`src/rtl/usbuart_rx_fifo.sv`:
```
// Receive byte FIFO (FWFT) between the USB-UART interface and the core side.
// Optional per-entry error tag: define USBUART_RX_FIFO_ERR_TAG_EN.
module usbuart_rx_fifo #(
    parameter int unsigned Depth = 32,
    parameter int unsigned Width = 8,
    localparam int unsigned DepthW = $clog2(Depth) + 1
) (
    input  logic              clk_48mhz_i,
    input  logic              rst_ni,
    input  logic              clr_i,
    input  logic              wvalid_i,
    input  logic [Width-1:0]  wdata_i,
    input  logic              werr_i,
    output logic              full_o,
    output logic [DepthW-1:0] wdepth_o,
    output logic              rvalid_o,
    input  logic              rready_i,
    output logic [Width-1:0]  rdata_o,
    output logic              rdata_err_o,
    input  logic [DepthW-1:0] watermark_i,
    output logic              watermark_o,
    output logic              overflow_o,
    input  logic              overflow_clr_i,
    output logic [7:0]        err_cnt_o
);

    localparam int unsigned PtrW = $clog2(Depth);
    localparam logic [DepthW-1:0] DepthCnt = DepthW'(Depth);
`ifdef USBUART_RX_FIFO_ERR_TAG_EN
    localparam int unsigned EntW = Width + 1;
`else
    localparam int unsigned EntW = Width;
`endif

    logic [EntW-1:0]   mem_q [Depth];
    logic [EntW-1:0]   wentry;
    logic [EntW-1:0]   head;
    logic [PtrW-1:0]   wptr_q, wptr_d;
    logic [PtrW-1:0]   rptr_q, rptr_d;
    logic [DepthW-1:0] count_q, count_d;
    logic              ovf_q, ovf_d;
    logic [7:0]        err_cnt_q, err_cnt_d;
    logic              wr_en, rd_en, ovf_set;

    assign full_o      = (count_q == DepthCnt);
    assign rvalid_o    = (count_q != '0);
    assign wdepth_o    = count_q;
    assign watermark_o = (count_q >= watermark_i);
    assign overflow_o  = ovf_q;
    assign err_cnt_o   = err_cnt_q;

    assign wr_en   = wvalid_i && !full_o && !clr_i;
    assign rd_en   = rvalid_o && rready_i && !clr_i;
    assign ovf_set = wvalid_i && full_o && !clr_i;

    assign head    = mem_q[rptr_q];
    assign rdata_o = head[Width-1:0];

`ifdef USBUART_RX_FIFO_ERR_TAG_EN
    assign wentry      = {werr_i, wdata_i};
    assign rdata_err_o = head[Width];
`else
    assign wentry      = wdata_i;
    assign rdata_err_o = 1'b0;
`endif

    always_comb begin
        wptr_d    = wptr_q;
        rptr_d    = rptr_q;
        count_d   = count_q;
        err_cnt_d = err_cnt_q;
        ovf_d     = ovf_q;
        if (clr_i) begin
            wptr_d    = '0;
            rptr_d    = '0;
            count_d   = '0;
            err_cnt_d = '0;
        end else begin
            if (wr_en) wptr_d = wptr_q + PtrW'(1);
            if (rd_en) rptr_d = rptr_q + PtrW'(1);
            unique case ({wr_en, rd_en})
                2'b10:   count_d = count_q + DepthW'(1);
                2'b01:   count_d = count_q - DepthW'(1);
                default: count_d = count_q;
            endcase
            if (werr_i && err_cnt_q != 8'hFF) err_cnt_d = err_cnt_q + 8'd1;
        end
        // a drop and a clear in the same cycle keep the flag set
        if (ovf_set) begin
            ovf_d = 1'b1;
        end else if (overflow_clr_i) begin
            ovf_d = 1'b0;
        end
    end

    always_ff @(posedge clk_48mhz_i or negedge rst_ni) begin
        if (!rst_ni) begin
            wptr_q    <= '0;
            rptr_q    <= '0;
            count_q   <= '0;
            ovf_q     <= 1'b0;
            err_cnt_q <= '0;
        end else begin
            wptr_q    <= wptr_d;
            rptr_q    <= rptr_d;
            count_q   <= count_d;
            ovf_q     <= ovf_d;
            err_cnt_q <= err_cnt_d;
        end
    end

    // storage is intentionally left unreset
    always_ff @(posedge clk_48mhz_i) begin
        if (wr_en) mem_q[wptr_q] <= wentry;
    end

endmodule
```
`config.mk`:
```
export PLATFORM = sky130hd
export DESIGN_NAME = usbuart_rx_fifo
export DESIGN_NICKNAME = d
export VERILOG_FILES = /design/src/rtl/usbuart_rx_fifo.sv
export SDC_FILE = /design/constraint.sdc
export NUM_CORES = 1
export LEC_CHECK = 0
export ABC_CLOCK_PERIOD_IN_PS = 3500
export CAP_MARGIN = 20
export CORE_MARGIN = 2
export CORE_UTILIZATION = 45
export CTS_BUF_LIST = sky130_fd_sc_hd__clkbuf_4 sky130_fd_sc_hd__clkbuf_8 sky130_fd_sc_hd__clkbuf_16
export DETAILED_ROUTE_END_ITERATION = 7
export HOLD_SLACK_MARGIN = 0.05
export REMOVE_ABC_BUFFERS = 1
export SLEW_MARGIN = 10
export SYNTH_ARGS = -nofsm -noshare
export SYNTH_HDL_FRONTEND = slang
export SYNTH_SLANG_ARGS = --single-unit
```
`constraint.sdc`:
```
create_clock -name clk_48mhz_i -period 3.5 [get_ports clk_48mhz_i]
set_clock_uncertainty 0.1 [all_clocks]
set_input_delay 0.35 -clock clk_48mhz_i [delete_from_list [all_inputs] [get_ports clk_48mhz_i]]
set_output_delay 0.35 -clock clk_48mhz_i [all_outputs]
set_load 0.005 [all_outputs]
```
==> results of run 1 <==
==> power breakdown <==
group          internal, mW  switching [mW]  leakage, nW
Combinational         0.974           0.943         1.61
Clock                  1.91            1.20        0.510
Sequential             3.73           0.115         2.64
==> placed cells by master, fill, tap and decap left out, types with 16 or more instances in the layout <==
| cell type | n |
|---|---|
| nor2_1 | 55 |
| clkbuf_16 | 31 |
| mux4_1 | 27 |
| buf_4 | 60 |
| mux2i_1 | 83 |
| a21oi_1 | 16 |
| a22o_1 | 16 |
| edfxtp_1 | 256 |
| ha_1 | 16 |
| clkdlybuf4s50_1 | 46 |
| nand2_1 | 25 |
| dfrtp_1 | 22 |
==> what timing repair did <==
| item | 4_1_cts | 5_1_grt |
|---|---|---|
| buffers inserted | 1 | 13 |
| hold endpoints to repair | 0 | 0 |
| endpoints found under the setup margin | 8 | 9 |
| gates resized for setup | 4 | 5 |
==> per-stage QoR <==
stage               util, %  power, mW
global placement       49.7       5.68
floorplan                 -       5.03
detailed placement     49.8       5.72
CTS                    53.8       8.86
global route           54.2       9.23
finish                 54.2       8.86
==> per-layer routing <==
metal | vias up | share of wire, %
li1 | 2946 | -
met1 | 3257 | 45
met2 | 193 | 48
met3 | 21 | 5.0
met4 | 0 | 1.5
met5 | - | 0
==> cell type report <==
cell class | instances | area (um^2) | area share (%)
flip-flops and latches | 281 | 8320 | 59.1
multi-input cells | 359 | 3260 | 23.2
repair buffers | 112 | 1030 | 7.30
clock buffers | 48 | 941 | 6.68
well taps | 335 | 419 | 2.98
clock inverters | 6 | 62.6 | 0.444
inverters | 13 | 48.8 | 0.346
==> worst max-delay path, stage by stage (launching register included) <==
cell and delay, ns:
dfrtp_2 0.46, buf_8 0.19, nor2b_1 0.13, buf_4 0.24, a22o_1 0.19, nor3_1 0.07, a31oi_1 0.35, o221ai_1 0.23
clkdlybuf4s50_1 0.50
==> path summary, 6_finish.rpt <==
path / slack, ns / cells after the start / end / start
max: 0.15 / 8 / rdata_o[7] / rptr_q[2]$_DFFE_PN0P_
min: 0.06 / 1 / wdepth_o[3]$_DFFE_PN0P_ / rst_ni
max reg2reg: 0.50 / 10 / wdepth_o[5]$_DFFE_PN0P_ / wdepth_o[0]$_DFFE_PN0P_
min reg2reg: 0.45 / 2 / overflow_o$_DFFE_PN0P_ / overflow_o$_DFFE_PN0P_
max in group asynchronous: 2.77 / 2 / rptr_q[1]$_DFFE_PN0P_ / rst_ni
min in group clk_48mhz_i: 0.31 / 2 / overflow_o$_DFFE_PN0P_ / overflow_clr_i
==> registers in the layout, indices dropped and copies added (netlist names) <==
signal	count
rptr_q	5
err_cnt_o	8
wdepth_o	6
wptr_q	5
mem_q	256
overflow_o	1
==> cell families (layout without fill, tap and decap cells) <==
logic type / count (synthesis) / count (layout) / share of synthesized area, %
flops: 281 / 281 / 70.1
simple gates: 124 / 124 / 4.79
mux: 120 / 120 / 14.4
compound gates: 85 / 85 / 5.36
buf+inv: 49 / 179 / 2.51
fa+ha+maj: 17 / 17 / 1.86
xor+xnor: 12 / 12 / 0.887
other cells: 1 / 1 / 0.0316
==> cell usage after synthesis, drive strengths merged, types with 4 or more instances <==
cell type  number
a21o            5
a21oi          19
a22o           16
a22oi           9
a31oi          10
buf            31
clkbuf          5
dfrtp          25
edfxtp        256
ha             16
inv            13
mux2            5
mux2i          83
mux4           32
nand2          25
nand2b          5
nand3           6
nor2           56
nor3           13
o21ai           7
o221ai          8
or3             5
xnor2           4
xor2            8
==> impl_metrics.ini, run 1 <==
[outcome]
status = completed

[yosys]
netlist_area_um2 = 11900
synth-edff-count = 256
ys_types = 53
synth.avg_cell_area_um2 = 17.2
ys_seq_area_share_pct = 70.1
yosys_warnings = 0
synth_top_area_share_pct = 64.9
yosysTopAreaCell = edfxtp_1
async_flop_share_pct = 8.90
syn_inst = 689
synth_seq_cells = 281
synth_top_flop_cell = edfxtp_1
yosys-top-cells-area = edfxtp_1 (65%), mux2i_1 (7.0%), mux4_1 (6.0%)

[global_routing]
grt_most_used_layer = met2
grt_usage_pct = 17.9
grt_pass1_vias = 6504
use_met1_pct = 25.8
antenna_found_initial = 0
grt_overflow = 0
grt_pass1_wl_um = 38300
grt_max_degree = 36
met3_usage_pct = 2.41
use_met2_pct = 29.3

[placement]
post-place-ws_ns = 0.125
hpwl_um = 15400
placed_cell_area_um2 = 12900
gp_congestion = 0.824
io_buffers = 46
place_inst = 1086

[timing]
tightest_slew_ns = 0.742
rsz0062_at_grt = false
hold_viol = 0
post-route-period-util_pct = 95.7
min_period_ns = 3.35
setup-violations-final = 0
slew_headroom_pct = 50.4
whs_ns = 0.0614
setup_tns_ns = 0
finalWorstSetupSlack_ns = 0.150
fmaxAchievable_mhz = 299
drv_slew = 0

[pwr]
irDropWorstVdd_v = 0.000304
power.leakage_nw = 4.76
power_density_nw_per_um2 = 629

[floorplan]
fp.coreArea_um2 = 26000
die-area_um2 = 27700
die_y_um = 166
rows = 59
die_w_um = 166
io_pins = 48
initial_core_util_pct = 45.6

[clock_tree]
path_clk_slew_ns = 0.06
cts_root_buf = clkbuf_16
cts_tree = done
cts_sinks = 281
ctsHtreeMaxLevel = 1
cts_hold_buf = 0
cts_made_buffers = 29
clock_latency_ns = 0.53
ctsLongestPathBuffers = 3

[detailed_routing]
wire_per_inst_um = 21.6
detail-route-antenna-nets = 0
first_pass_iters = 5
drc = 0
drt_iter0_drc = 488
wirelength_um = 24900
via_per_inst = 5.56
dr_total_vias = 6417

[final_layout]
nNetsFinal = 834
synthToLayoutAreaGrowth_pct = 18.8
fin_cells = 1154
diodes = 0
fillers = 2039
fin_area_um2 = 14100
drive_above_1_share_pct = 18.2

[setup_path]
arrival_ns = 2.90
path_class = flop to primary output
critPathMaxFanout = 17
cp.required_ns = 3.05
end_kind = primary output
cp-start-kind = flop

[flow_run]
drv_cap = 0

[worst_hold_path]
hold_class = input port to asynchronous set/reset pin
No activity file was read; power rests on OpenSTA's default activity.
==> inputs of run 2 (changes only) <==
--- a/config.mk
+++ b/config.mk
@@ -7,13 +7,16 @@
 export LEC_CHECK = 0
 export ABC_CLOCK_PERIOD_IN_PS = 3500
 export CAP_MARGIN = 20
+export CELL_PAD_IN_SITES_DETAIL_PLACEMENT = 1
+export CELL_PAD_IN_SITES_GLOBAL_PLACEMENT = 1
 export CORE_MARGIN = 2
 export CORE_UTILIZATION = 45
 export CTS_BUF_LIST = sky130_fd_sc_hd__clkbuf_4 sky130_fd_sc_hd__clkbuf_8 sky130_fd_sc_hd__clkbuf_16
 export DETAILED_ROUTE_END_ITERATION = 7
 export HOLD_SLACK_MARGIN = 0.05
+export PLACE_DENSITY_LB_ADDON = 0.1
 export REMOVE_ABC_BUFFERS = 1
-export SLEW_MARGIN = 10
+export SLEW_MARGIN = 20
 export SYNTH_ARGS = -nofsm -noshare
 export SYNTH_HDL_FRONTEND = slang
 export SYNTH_SLANG_ARGS = --single-unit
==> impl_metrics.ini, run 2 (same netlist as run 1, synthesis figures left out) <==
[outcome]
status = completed

[placement]
gp_congestion = 0.859
post-place-ws_ns = 0.129
io_buffers = 46
place_inst = 1091
hpwl_um = 17000

[setup_path]
critPathMaxStageDelay_ns = 0.60
critPathMaxFanout = 34
end_kind = primary output
arrival_ns = 2.97
r2r_start = wdepth_o[1]$_DFFE_PN0P_
worst-r2r-setup-slack_ns = 0.41
reg2regPathDepth = 9
slowest_stage = mux4_1
crit_chain = buf_12, mux4_1, mux2i_1, o221ai_1, clkdlybuf4s50_1
worstReg2RegEnd = wdepth_o[5]$_DFFE_PN0P_
path_class = flop to primary output
cp-start-kind = flop
cp.required_ns = 3.05

[detailed_routing]
first_pass_iters = 4
drt_iter0_drc = 576
drc = 0
wirelength_um = 27200
dr_total_vias = 6385
detail-route-antenna-nets = 0
via_per_inst = 5.57
wire_per_inst_um = 23.7

[timing]
fmaxAchievable_mhz = 292
finalWorstSetupSlack_ns = 0.0788
drv_slew = 0
min_period_ns = 3.42
rsz0062_at_grt = false
setup_tns_ns = 0
tightest_slew_ns = 0.746
post-route-period-util_pct = 97.7
setup-violations-final = 0
hold_viol = 0
slew_headroom_pct = 50.1

[floorplan]
die_w_um = 166
io_pins = 48
rows = 59
die-area_um2 = 27700
fp.coreArea_um2 = 26000
initial_core_util_pct = 45.6
die_y_um = 166

[worst_hold_path]
hold_class = input port to asynchronous set/reset pin

[clock_tree]
ctsHtreeMaxLevel = 1
cts_tree = done
cts_sinks = 281
cts_made_buffers = 30
path_clk_slew_ns = 0.06
ctsLongestPathBuffers = 3
cts_root_buf = clkbuf_16
clock_latency_ns = 0.55

[final_layout]
fin_cells = 1146
regArea_um2 = 8320
largest_register = mem_q
fillers = 2430
drive_above_1_share_pct = 16.2
multi_input_area_um2 = 3260
largest_reg_flops = 256
layout_commonest_cell = edfxtp_1
nNetsFinal = 830
diodes = 0
most-common-layout-cells = edfxtp_1 (256), mux2i_1 (83), buf_4 (56)
synthToLayoutAreaGrowth_pct = 17.4

[global_routing]
grt_max_degree = 35
grt_pass1_wl_um = 42100
grt_overflow = 0
antenna_found_initial = 0
grt_usage_pct = 20.0
grt_pass1_vias = 6834

[pwr]
power_density_nw_per_um2 = 620
clkPwrFrac_pct = 33.6
sw_frac_of_total_pct = 26.7
p_sw_mw = 2.31
intPower_mw = 6.32
power_frac_comb_pct = 22.1
p_seq_share_pct = 44.2
irDropWorstVdd_v = 0.000443
power.leakage_nw = 4.66

[flow_run]
drv_cap = 0
-- run 2: cell count changes in the layout (fill, tap and decap cells not counted), moves of 2 or more --
cell,change
clkinv_1,+9
clkbuf_4,-6
clkbuf_8,-6
buf_4,-4
buf_6,+2
buf_8,-2
-- run 2: layout make-up --
cell class                      instances  area share [%]
Sequential cell                       281            59.8
Multi-Input combinational cell        359            23.5
Timing Repair Buffer                  107            6.93
Clock buffer                           35            5.67
Tap cell                              335            3.01
Clock inverter                         16           0.783
Inverter                               13           0.351
-- run 2: worst max path at each step --
| stage | startpoint | end | slack [ns] | depth (start not counted) |
|---|---|---|---|---|
| 6_report | rptr_q[0]$_DFFE_PN0P_ | rdata_o[5] | 0.08 | 5 |
| 5_1_grt | rptr_q[0]$_DFFE_PN0P_ | rdata_o[5] | 0.0003 | 5 |
| 4_1_cts | rptr_q[2]$_DFFE_PN0P_ | rdata_o[0] | 0.01 | 8 |
| 3_5_place_dp | rready_i | wdepth_o[5]$_DFFE_PN0P_ | 0.13 | 9 |
| 3_3_place_gp | rready_i | wdepth_o[5]$_DFFE_PN0P_ | 0.28 | 9 |
| 2_1_floorplan | rptr_q[1]$_DFFE_PN0P_ | rdata_o[1] | -0.57 | 3 |
-- run 2: power groups by stage --
stage               Clock [mW]  Combinational, mW  Sequential, mW
floorplan                    0               1.01            4.02
global placement             0               1.83            3.91
detailed placement           0               1.86            3.91
CTS                       2.97               1.90            3.83
global route              3.10               2.07            3.82
finish                    2.90               1.91            3.82
-- run 2: critical path, delay by kind of cell, from the launching register on --
kind,cells,cell delay (ns)
DFF,1,0.43
AOI/OAI and AO/OA,1,0.22
buffers and inverters,2,0.76
muxes,2,0.99
-- run 2: stage by stage --
stage	total power, mW	utilization (%)	instance area [um^2]	hold slack, ns
2_1_floorplan	5.03	-	11600	-0.0456
6_report	8.63	53.5	13900	0.0672
3_3_place_gp	5.73	49.9	13000	0.419
5_1_grt	8.99	53.5	13900	0.108
3_5_place_dp	5.77	49.9	13000	0.449
4_1_cts	8.70	53.3	13900	0.0553
-- run 2: layer usage --
layer / GRT usage (%) / vias up / part of all wire [%]
met5: 0 / - / 0
met4: 4.87 / 0 / 2.1
met3: 2.72 / 42 / 4.2
met2: 32.7 / 126 / 48
met1: 28.6 / 3284 / 45
li1: - / 2933 / -
-- run 2: repair_timing --
action / 4_1_cts / 5_1_grt
setup buffers: 1 / 3
setup endpoints to repair: 8 / 9
hold buffers: 0 / 0
gates resized for setup: 0 / 5
endpoints found under the hold margin: 0 / 0
